File: src/rtl/fifo_pkg.sv
// fifo_pkg: defaults and level-compare helpers shared by the FIFO variants.
// Revision: 1.0
`default_nettype none

package fifo_pkg;

  localparam int FIFO_DEFAULT_WIDTH = 8;
  localparam int FIFO_DEFAULT_DEPTH = 16;

  function automatic logic level_ge(input int lvl, input int thr);
    return lvl >= thr;
  endfunction

  function automatic logic level_le(input int lvl, input int thr);
    return lvl <= thr;
  endfunction

endpackage

`default_nettype wire

File: src/rtl/fifo_mem.sv
// fifo_mem: DEPTH x DATA_WIDTH storage, one synchronous write port, one asynchronous read port.
// Revision: 1.0
`default_nettype none

module fifo_mem #(
  parameter int DATA_WIDTH = 8,
  parameter int DEPTH      = 16,
  parameter int AW         = $clog2(DEPTH)
) (
  input  logic                  clock,
  input  logic                  wr_en_i,
  input  logic [AW-1:0]         wr_addr_i,
  input  logic [DATA_WIDTH-1:0] wr_data_i,
  input  logic [AW-1:0]         rd_addr_i,
  output logic [DATA_WIDTH-1:0] rd_data_o
);

  logic [DATA_WIDTH-1:0] mem_q [DEPTH];

  always_ff @(posedge clock) begin
    if (wr_en_i) begin
      mem_q[wr_addr_i] <= wr_data_i;
    end
  end

  assign rd_data_o = mem_q[rd_addr_i];

endmodule

`default_nettype wire

File: src/rtl/sync_fifo.sv
// sync_fifo: circular-buffer FWFT FIFO with level, thresholds and flush.
// Optional sticky overflow/underflow flags enabled by macro SYNC_FIFO_ERR_EN. Revision: 1.0
`default_nettype none

module sync_fifo
  import fifo_pkg::*;
#(
  parameter int DATA_WIDTH   = FIFO_DEFAULT_WIDTH,
  parameter int DEPTH        = FIFO_DEFAULT_DEPTH,
  parameter int AFULL_LEVEL  = DEPTH - 2,
  parameter int AEMPTY_LEVEL = 2,
  parameter int AW           = $clog2(DEPTH)
) (
  input  logic                  clock,
  input  logic                  reset_n,
  input  logic                  flush,
  input  logic                  wr_valid,
  input  logic [DATA_WIDTH-1:0] wr_data,
  output logic                  wr_ready,
  input  logic                  rd_ready,
  output logic                  rd_valid,
  output logic [DATA_WIDTH-1:0] rd_data,
  output logic [AW:0]           level,
  output logic                  full,
  output logic                  empty,
  output logic                  almost_full,
  output logic                  almost_empty,
  output logic                  overflow,
  output logic                  underflow,
  input  logic                  err_clear
);

  localparam logic [AW-1:0] PTR_ONE  = 1;
  localparam logic [AW:0]   CNT_ONE  = 1;
  localparam logic [AW:0]   CNT_FULL = (AW+1)'(DEPTH);

  logic [AW-1:0]         wr_ptr_q, wr_ptr_d;
  logic [AW-1:0]         rd_ptr_q, rd_ptr_d;
  logic [AW:0]           count_q, count_d;
  logic                  push, pop;
  logic [DATA_WIDTH-1:0] mem_rd_data;

  // Acceptance looks only at registered occupancy, never at the opposite port.
  assign full         = (count_q == CNT_FULL);
  assign empty        = (count_q == '0);
  assign almost_full  = level_ge(32'(count_q), AFULL_LEVEL);
  assign almost_empty = level_le(32'(count_q), AEMPTY_LEVEL);
  assign wr_ready     = !full;
  assign rd_valid     = !empty;
  assign level        = count_q;
  assign push         = wr_valid && !full && !flush;
  assign pop          = rd_ready && !empty && !flush;

  always_comb begin
    wr_ptr_d = wr_ptr_q;
    rd_ptr_d = rd_ptr_q;
    count_d  = count_q;
    if (flush) begin
      wr_ptr_d = '0;
      rd_ptr_d = '0;
      count_d  = '0;
    end else begin
      if (push) wr_ptr_d = wr_ptr_q + PTR_ONE;
      if (pop)  rd_ptr_d = rd_ptr_q + PTR_ONE;
      case ({push, pop})
        2'b10:   count_d = count_q + CNT_ONE;
        2'b01:   count_d = count_q - CNT_ONE;
        default: count_d = count_q;
      endcase
    end
  end

  always_ff @(posedge clock or negedge reset_n) begin
    if (!reset_n) begin
      wr_ptr_q <= '0;
      rd_ptr_q <= '0;
      count_q  <= '0;
    end else begin
      wr_ptr_q <= wr_ptr_d;
      rd_ptr_q <= rd_ptr_d;
      count_q  <= count_d;
    end
  end

  fifo_mem #(
    .DATA_WIDTH (DATA_WIDTH),
    .DEPTH      (DEPTH),
    .AW         (AW)
  ) u_mem (
    .clock     (clock),
    .wr_en_i   (push),
    .wr_addr_i (wr_ptr_q),
    .wr_data_i (wr_data),
    .rd_addr_i (rd_ptr_q),
    .rd_data_o (mem_rd_data)
  );

  assign rd_data = empty ? '0 : mem_rd_data;

`ifdef SYNC_FIFO_ERR_EN
  logic overflow_q, overflow_d;
  logic underflow_q, underflow_d;

  // A new error event wins over a simultaneous clear.
  always_comb begin
    overflow_d  = overflow_q;
    underflow_d = underflow_q;
    if (err_clear) begin
      overflow_d  = 1'b0;
      underflow_d = 1'b0;
    end
    if (wr_valid && full && !flush)  overflow_d  = 1'b1;
    if (rd_ready && empty && !flush) underflow_d = 1'b1;
  end

  always_ff @(posedge clock or negedge reset_n) begin
    if (!reset_n) begin
      overflow_q  <= 1'b0;
      underflow_q <= 1'b0;
    end else begin
      overflow_q  <= overflow_d;
      underflow_q <= underflow_d;
    end
  end

  assign overflow  = overflow_q;
  assign underflow = underflow_q;
`else
  logic unused_err_clear;
  assign unused_err_clear = err_clear;
  assign overflow         = 1'b0;
  assign underflow        = 1'b0;
`endif

endmodule

`default_nettype wire

File: config.mk
export PLATFORM = sky130hd
export DESIGN_NAME = sync_fifo
export DESIGN_NICKNAME = d
export VERILOG_FILES = /design/src/rtl/fifo_pkg.sv /design/src/rtl/fifo_mem.sv /design/src/rtl/sync_fifo.sv
export SDC_FILE = /design/constraint.sdc
export NUM_CORES = 1
export LEC_CHECK = 0
export ABC_AREA = 1
export CORE_MARGIN = 2
export CORE_UTILIZATION = 60
export CTS_BUF_LIST = sky130_fd_sc_hd__clkbuf_4
export DETAILED_ROUTE_END_ITERATION = 12
export PLACE_DENSITY = 0.82
export REMOVE_ABC_BUFFERS = 1
export SKIP_CTS_REPAIR_TIMING = 1
export SLEW_MARGIN = 20
export SYNTH_ARGS = -nofsm -noshare
export SYNTH_HDL_FRONTEND = slang
export SYNTH_HIERARCHICAL = 1
export SYNTH_SLANG_ARGS = --single-unit
File: constraint.sdc
create_clock -name clock -period 3.77 [get_ports clock]
set_input_delay 1.131 -clock clock [delete_from_list [all_inputs] [get_ports clock]]
set_output_delay 1.131 -clock clock [all_outputs]
set_load 0.01 [all_outputs]
==> results.md, run 1 <==
- Final Hold Fails: 0
- F_max: 0.270 GHz
- Final hold slack: 596 ps
- H-tree depth: 4
- Routed Antenna Nets: 0
- Final min period: 3700 ps
- RSZ-0062 raised after global routing: true
- Largest net degree at the start of global routing: 43
- Initial detailed-routing violation count: 510
- FILL cells: 793
- GR Overflow Total: 0
- Final setup violation count: 0
- Sequential area share after synthesis: 63.5%
- Via Count: 4748
- Worst vdd ir: 0.546 mV
- Die Wd: 109 um
- Post-synthesis cell area: 6570 um2
- Total global-route track usage: 26.5%
- Yosys warns: 6
- IO Pins: 35
- Multi-input logic area: 1760 um2
- Crit start category: flip-flop
- Mapped Cells: 665
- Top cell type's share of synthesized area: 58.5%
- Crit path DAT: 2570 ps
- CTS tree: yes
- Post-synthesis adder-cell area fraction: 1.26%
- Synthesis-to-layout area growth: 12.8%
- Total design power: 4.58 mW
- Most frequent cells in the layout: nand2_1, edfxtp_1, inv_1
- Initial antenna violation count: 0
- Drt wl/cell: 16.9 um
- CTS Buf Count: 17
- Most common cell after layout, fill and taps aside: nand2_1
- Top Family by Delay on Critical Path: buffers and inverters
- Die Y: 109 um
- Clock skew: 13.6 ps
- Crit-path cells: clkinv_8 -> buf_12 -> nand2_1 -> nand3_1 -> nand3_1 -> nand3_1 -> nand2_1 -> nand2_1 -> inv_1 -> clkdlybuf4s50_1
- Max Buffers Root-to-Sink: 2
- Mean Syn Cell Area: 9.88 um2
- Final Wtd Congestion: 0.937
- Slowest-stage cell, CP: clkdlybuf4s50_1
- GR Util met2: 44.2%
- Row count: 38
- Final Net Count: 733
- FF+latch area: 4170 um2
- Vias/cell: 5.48
- Port bufs: 31
- Max-cap viol count: 0
- Worst Setup End Kind: output port
- CP Class: reg -> out
- CTS Root Buffer Type: clkbuf_4
- Flop and latch count out of synthesis: 141
- Fin. max-slew vios: 0
- Detailed Route WL: 14600 um
- Placeable Area: 10700 um2
- Required @ worst endpoint: 2640 ps
- Worst Path Max Fanout: 28
- Final period util: 98.2%
- HP Class: reg -> reg
- Worst path buffer plus inverter count: 4
- Yosys cell types: 29
- Post-synthesis mux area share: 0%
- XOR/XNOR Fraction of Synth Area: 0.267%
- Post-route cell area: 7410 um2
- Starting Density: 61.1%
- Post-Synth Simple-Gate Area: 23.5%
- Compound-cell area share of the yosys netlist: 1.54%
- Die area: 11800 um2
- Vias in the first global route: 4646
- Met1 GRT Util: 32.8%
- Placed inst area: 7040 um2
- CTS clk-pin slew, worst paths: 110 ps
- First-pass GRT wire length: 22700 um
- Worst slew margin: 52.5%
- Synth area leaders: edfxtp_1, nand2_1, nand3_1
- Pwr/cell area: 618 nW/um2
- Busiest layer in global routing: met2
- Reg2reg setup slack: 1390 ps
- Worst slew pin tran: 711 ps
- Post-DP HPWL: 9230 um
- Ratio of cells with drive above 1 in the final layout: 10.7%
- LEAKAGE: 3.29 nW
- Outcome: completed
- Worst-skew pair later-pin latency: 540 ps
- Cell taking the most area after synthesis: edfxtp_1
- GR Util met3: 6.04%
- Slowest stage delay, CP: 520 ps
- DR pass1 iterations: 5
- Antenna diodes: 0
- TritonCTS Sinks: 141
- Combinational family with the most area after synthesis: simple AND/OR/NAND/NOR gates
- DRC Markers: 0
-- worst paths after layout --
kind                             start          end  cells after the start
max in group asynchronous      reset_n  rd_ptr_q[0]                      1
max reg2reg                   level[1]     level[4]                     15
min                        wr_ptr_q[2]  wr_ptr_q[2]                      1
min in group asynchronous      reset_n     level[0]                      1
max                        rd_ptr_q[0]   rd_data[4]                     10
min reg2reg                wr_ptr_q[2]  wr_ptr_q[2]                      1
-- state kept, by name, indices dropped and copies added (netlist names) --
register and count:
u_mem/mem_q 128, rd_ptr_q 4, level 5, wr_ptr_q 4
-- worst reg2reg max path: cells and delay by family, from the launching register on --
kind | cells | cell delay [ps]
adders and majority gates | 1 | 400
buffers and inverters | 1 | 50
and+or+nand+nor | 13 | 1350
DFF | 1 | 500
-- power breakdown --
group	internal [mW]	switching (mW)	total (mW)
combinational	0.675	1.05	1.73
clock	0.465	0.519	0.984
sequential	1.78	0.0910	1.87
total	2.92	1.66	4.58
-- cells in the mapped netlist --
master       n
inv_2        4
nand2_4      6
nor2_1      22
a2111oi_0    1
nor2_4       2
buf_2       14
buf_6        6
edfxtp_1   128
nor3_1       2
a21oi_1      5
o21a_1       1
buf_1        1
o21ai_2      4
xnor2_1      1
nand3_2      3
buf_4        6
o21ai_0      5
nand3b_1     3
nand2_1    203
xor2_1       1
nor2_2       2
fa_1         1
conb_1       1
nand3_1    105
dfrtp_1     13
ha_1         5
inv_1      118
clkinv_4     1
nand2_2      1
-- metal layers --
metal,part of all wire (%),up-vias
met5,0,-
met3,8.4,29
met1,39,2267
li1,-,2229
met2,50,223
met4,2.6,0
-- layout make-up --
type	count	area share, %
clock buffer	19	1.92
inverter	123	6.50
timing repair buffer	54	7.11
clock inverter	13	2.03
sequential	141	56.3
multi-input combinational	375	23.7
timing repair inverter	1	0.118
tap	140	2.36
-- through the flow --
| step | cells | setup TNS, ps | util [%] | setup WS, ps |
|---|---|---|---|---|
| global placement | 830 | 0 | 65.5 | 536 |
| detailed placement | 830 | 0 | 65.5 | 477 |
| finish | 866 | 0 | 69.0 | 67.8 |
| floorplan | 639 | 0 | - | 39.3 |
| global route | 866 | -152 | 69.0 | -55.0 |
| CTS | 862 | -944 | 68.2 | -159 |
-- cells by family (layout without fill, tap and decap cells) --
| family | count (synthesis) | after routing |
|---|---|---|
| other cells | 1 | 2 |
| simple gates | 349 | 349 |
| flops | 141 | 141 |
| compound gates | 16 | 16 |
| fa+ha+maj | 6 | 6 |
| buf+inv | 150 | 210 |
| xor+xnor | 2 | 2 |
Note: power is estimated with default switching activity, not from simulation.
==> run 2: changes to the inputs <==
Settings changed: ABC_AREA 1 to unset, SKIP_CTS_REPAIR_TIMING 1 to unset.
==> run 2 against run 1 <==
Compared with the run above: die area fell by 9.0%; register-to-register slack got worse by 580 ps; highest routed layer unchanged; worst hold slack improved by 21 ps; cell count fell by 36%; fmax up 1.2%.
==> results.md, run 2 <==
- Port bufs: 31 (unchanged)
- F_max: 0.273 GHz (+1.2%)
- Starting Density: 61.5% (+0.33 points)
- Total global-route track usage: 23.6% (-3.0 points)
- CTS Buf Count: 17 (unchanged)
- Switching Fraction: 28.1% (-8.2 points)
- Outcome: completed
- Die area: 10700 um2 (-9.0%)
- Final Wtd Congestion: 0.812 (-13%)
- Die Wd: 104 um (-4.6%)
- Ys flop type: edfxtp_1
- HP Class: reg -> reg
- CTS clk-pin slew, worst paths: 110 ps (about the same)
- Final setup violation count: 0 (unchanged)
- Worst-skew pair later-pin latency: 530 ps (about the same)
- Most common cell after layout, fill and taps aside: edfxtp_1
- CP Class: reg -> out
- GR Overflow Total: 0 (unchanged)
- First-pass GRT wire length: 18300 um (-19%)
- Die Y: 104 um (-4.6%)
- Clock power share: 24.9% (+3.4 points)
- Vias/cell: 6.09 (+11%)
- Max Buffers Root-to-Sink: 2 (unchanged)
- Pwr/cell area: 588 nW/um2 (-4.9%)
- Most frequent cells in the layout: edfxtp_1, buf_4, nor2_1
- Mapped Cells: 331 (-50%)
- Sequential share of power: 44.3% (+3.5 points)
- Ratio of cells with drive above 1 in the final layout: 26.4% (+16 points)
- Max-cap viol count: 0 (unchanged)
- Yosys warns: 6 (unchanged)
- Post-route cell area: 7020 um2 (-5.2%)
- Cell-internal power: 2.97 mW (+1.7%)
- TritonCTS Sinks: 141 (unchanged)
- LEAKAGE: 2.50 nW (-24%)
- Worst slew pin tran: 615 ps (-96.4 ps)
- Slowest stage delay, CP: 510 ps (about the same)
- Final Net Count: 428 (-42%)
- Cell with the most instances after synthesis: edfxtp_1
- Logic pwr share: 30.8% (-6.9 points)
- Required @ worst endpoint: 2640 ps (about the same)
- IO Pins: 35 (unchanged)
- Final min period: 3660 ps (-43.2 ps)
- Fin. max-slew vios: 0 (unchanged)
- Worst vdd ir: 0.336 mV (-38%)
- Vias in the first global route: 3336 (-28%)
- Top Family by Delay on Critical Path: buffers and inverters
- Final worst slack: 111 ps (+43.2 ps)
- Routed Antenna Nets: 0 (unchanged)
- Detailed Route WL: 12200 um (-17%)
- CTS tree: yes
- Commonest cells post-synth: edfxtp_1, nor2_1, mux4_2
- Top reg by flops: u_mem/mem_q
- Final period util: 97.1% (-1.1 points)
- Post-synthesis cell area: 5950 um2 (-9.4%)
- DR pass1 iterations: 5 (unchanged)
- Top cell type's share of synthesized area: 64.6% (+6.1 points)
- Post-synth EDFFs: 128 (unchanged)
- Yosys cell types: 49 (+69%)
- Drt wl/cell: 22.0 um (+30%)
- Synth area leaders: edfxtp_1, mux4_2, mux4_1
- Mean Syn Cell Area: 18.0 um2 (+82%)
- Synthesis-to-layout area growth: 18.0%
- Row count: 36 (-5.3%)
- Sequential area share after synthesis: 70.0% (+6.6 points)
- Worst path buffer plus inverter count: 3 (-1)
- Via Count: 3375 (-29%)
- Antenna diodes: 0 (unchanged)
- H-tree depth: 4 (unchanged)
- DRC Markers: 0 (unchanged)
- Slowest-stage cell, CP: mux4_2
- DP Worst Slack: 188 ps (-289 ps)
- Post-DP HPWL: 7510 um (-19%)
- Cell taking the most area after synthesis: edfxtp_1
- Worst slew margin: 58.9% (+6.4 points)
- Crit start category: flip-flop
- Clock skew: 17.8 ps (+4.21 ps)
- Placeable Area: 9680 um2 (-9.9%)
- Initial antenna violation count: 0 (unchanged)
- RSZ-0062 raised after global routing: true
- NetSw: 1.16 mW (-30%)
- Initial detailed-routing violation count: 367 (-28%)
- Flop and latch count out of synthesis: 141 (unchanged)
- Largest register FFs: 128 (unchanged)
- Final Hold Fails: 0 (unchanged)
- Async SR Flop Fraction: 9.22% (unchanged)
- Largest net degree at the start of global routing: 21 (-51%)
- Worst Path Max Fanout: 7 (-75%)
- CTS Root Buffer Type: clkbuf_4
- Crit-path cells: buf_8 -> buf_4 -> mux4_2 -> a22oi_1 -> nand2_1 -> and2_1 -> dlygate4sd2_1
- Placed inst area: 6530 um2 (-7.1%)
- Crit path DAT: 2530 ps (-40 ps)
- Worst Setup End Kind: output port
==> run 2: cell count changes after synthesis, moves of 5 or more <==
cell | before | now
a22oi_1 | 0 | 17
and2_1 | 0 | 9
buf_2 | 14 | 4
inv_1 | 118 | 8
mux4_1 | 0 | 14
mux4_2 | 0 | 18
nand2_1 | 203 | 14
nand2_4 | 6 | 0
nand2b_1 | 0 | 5
nand3_1 | 105 | 6
o21ai_0 | 5 | 0
==> run 2: cells by family (layout without fill, tap and decap cells) <==
group                    Yosys count  after routing  synth area share, %
AND/OR/NAND/NOR                   78             78                 6.64
AO/OA/AOI/OAI                     39             39                 4.90
XOR/XNOR                           5              5                0.736
other                              1              2               0.0630
buffers and inverters             25            114                 2.54
flip-flops                       141            141                 70.0
adder cells (fa/ha/maj)            6              6                 1.39
multiplexers                      36             36                 13.7
==> run 2: final cells by class <==
cell class | instances | area, um2
sequential | 141 | 4170
fill | 581 | 2660
multi-input combinational | 166 | 1660
timing repair buffer | 73 | 692
clock inverter | 15 | 178
tap | 133 | 166
clock buffer | 17 | 128
inverter | 9 | 33.8
==> run 2: tightest hold or removal path: stages (launching register included) <==
cell     delay, ps
dfrtp_1        420
xnor2_1        130
nor2_1          40
==> run 2: path summary, 6_finish.rpt <==
| check | end | start | cells past startpoint | slack, ps |
|---|---|---|---|---|
| worst max-delay path | rd_data[1] | rd_ptr_q[0] | 7 | 110 |
| worst min-delay path | wr_ptr_q[3] | wr_ptr_q[3] | 2 | 620 |
| worst max register to register | level[4] | level[4] | 9 | 810 |
| worst min register to register | wr_ptr_q[3] | wr_ptr_q[3] | 2 | 620 |
| max in group asynchronous | rd_ptr_q[0] | reset_n | 1 | 2360 |
| min in group asynchronous | rd_ptr_q[0] | reset_n | 1 | 990 |
==> run 2: routing by layer <==
layer	wire, um	part of all wire (%)	track usage, %
met1	4840	40	31.5
met2	6270	51	37.9
met3	787	6.5	5.29
met4	291	2.4	10.3
met5	0	0	0
==> run 2: through the flow <==
| stage | cells | util (%) | hold slack [ps] | total power, mW | setup TNS [ps] |
|---|---|---|---|---|---|
| 2_1_floorplan | 316 | - | 557 | 2.51 | 0 |
| 3_3_place_gp | 509 | 67.5 | 576 | 2.94 | 0 |
| 3_5_place_dp | 509 | 67.5 | 607 | 2.97 | 0 |
| 4_1_cts | 547 | 71.5 | 623 | 4.08 | -339 |
| 5_1_grt | 554 | 72.5 | 654 | 4.31 | -1.01 |
| 6_report | 554 | 72.5 | 617 | 4.13 | 0 |
==> run 2: power by group through the flow <==
stage                     combinational, mW  clock [mW]  sequential (mW)
after CTS                              1.21        1.04             1.83
after global routing                   1.37        1.10             1.84
after floorplan                       0.599           0             1.91
after global placement                 1.09           0             1.85
final                                  1.27        1.03             1.83
after detailed placement               1.12           0             1.85
==> run 2: repair_timing <==
action,CTS,global route
pin swaps,1,1
gates resized for setup,20,10
gates cloned,0,0
setup buffers,6,7
hold buffers,0,0
endpoints found under the setup margin,8,6
hold endpoints to repair,0,0
==> run 3: changes to the inputs <==
Settings changed: CAP_MARGIN set to 15.
==> results of run 3 <==
No change in the layout: final DEF, timing and power equal those of run 2.
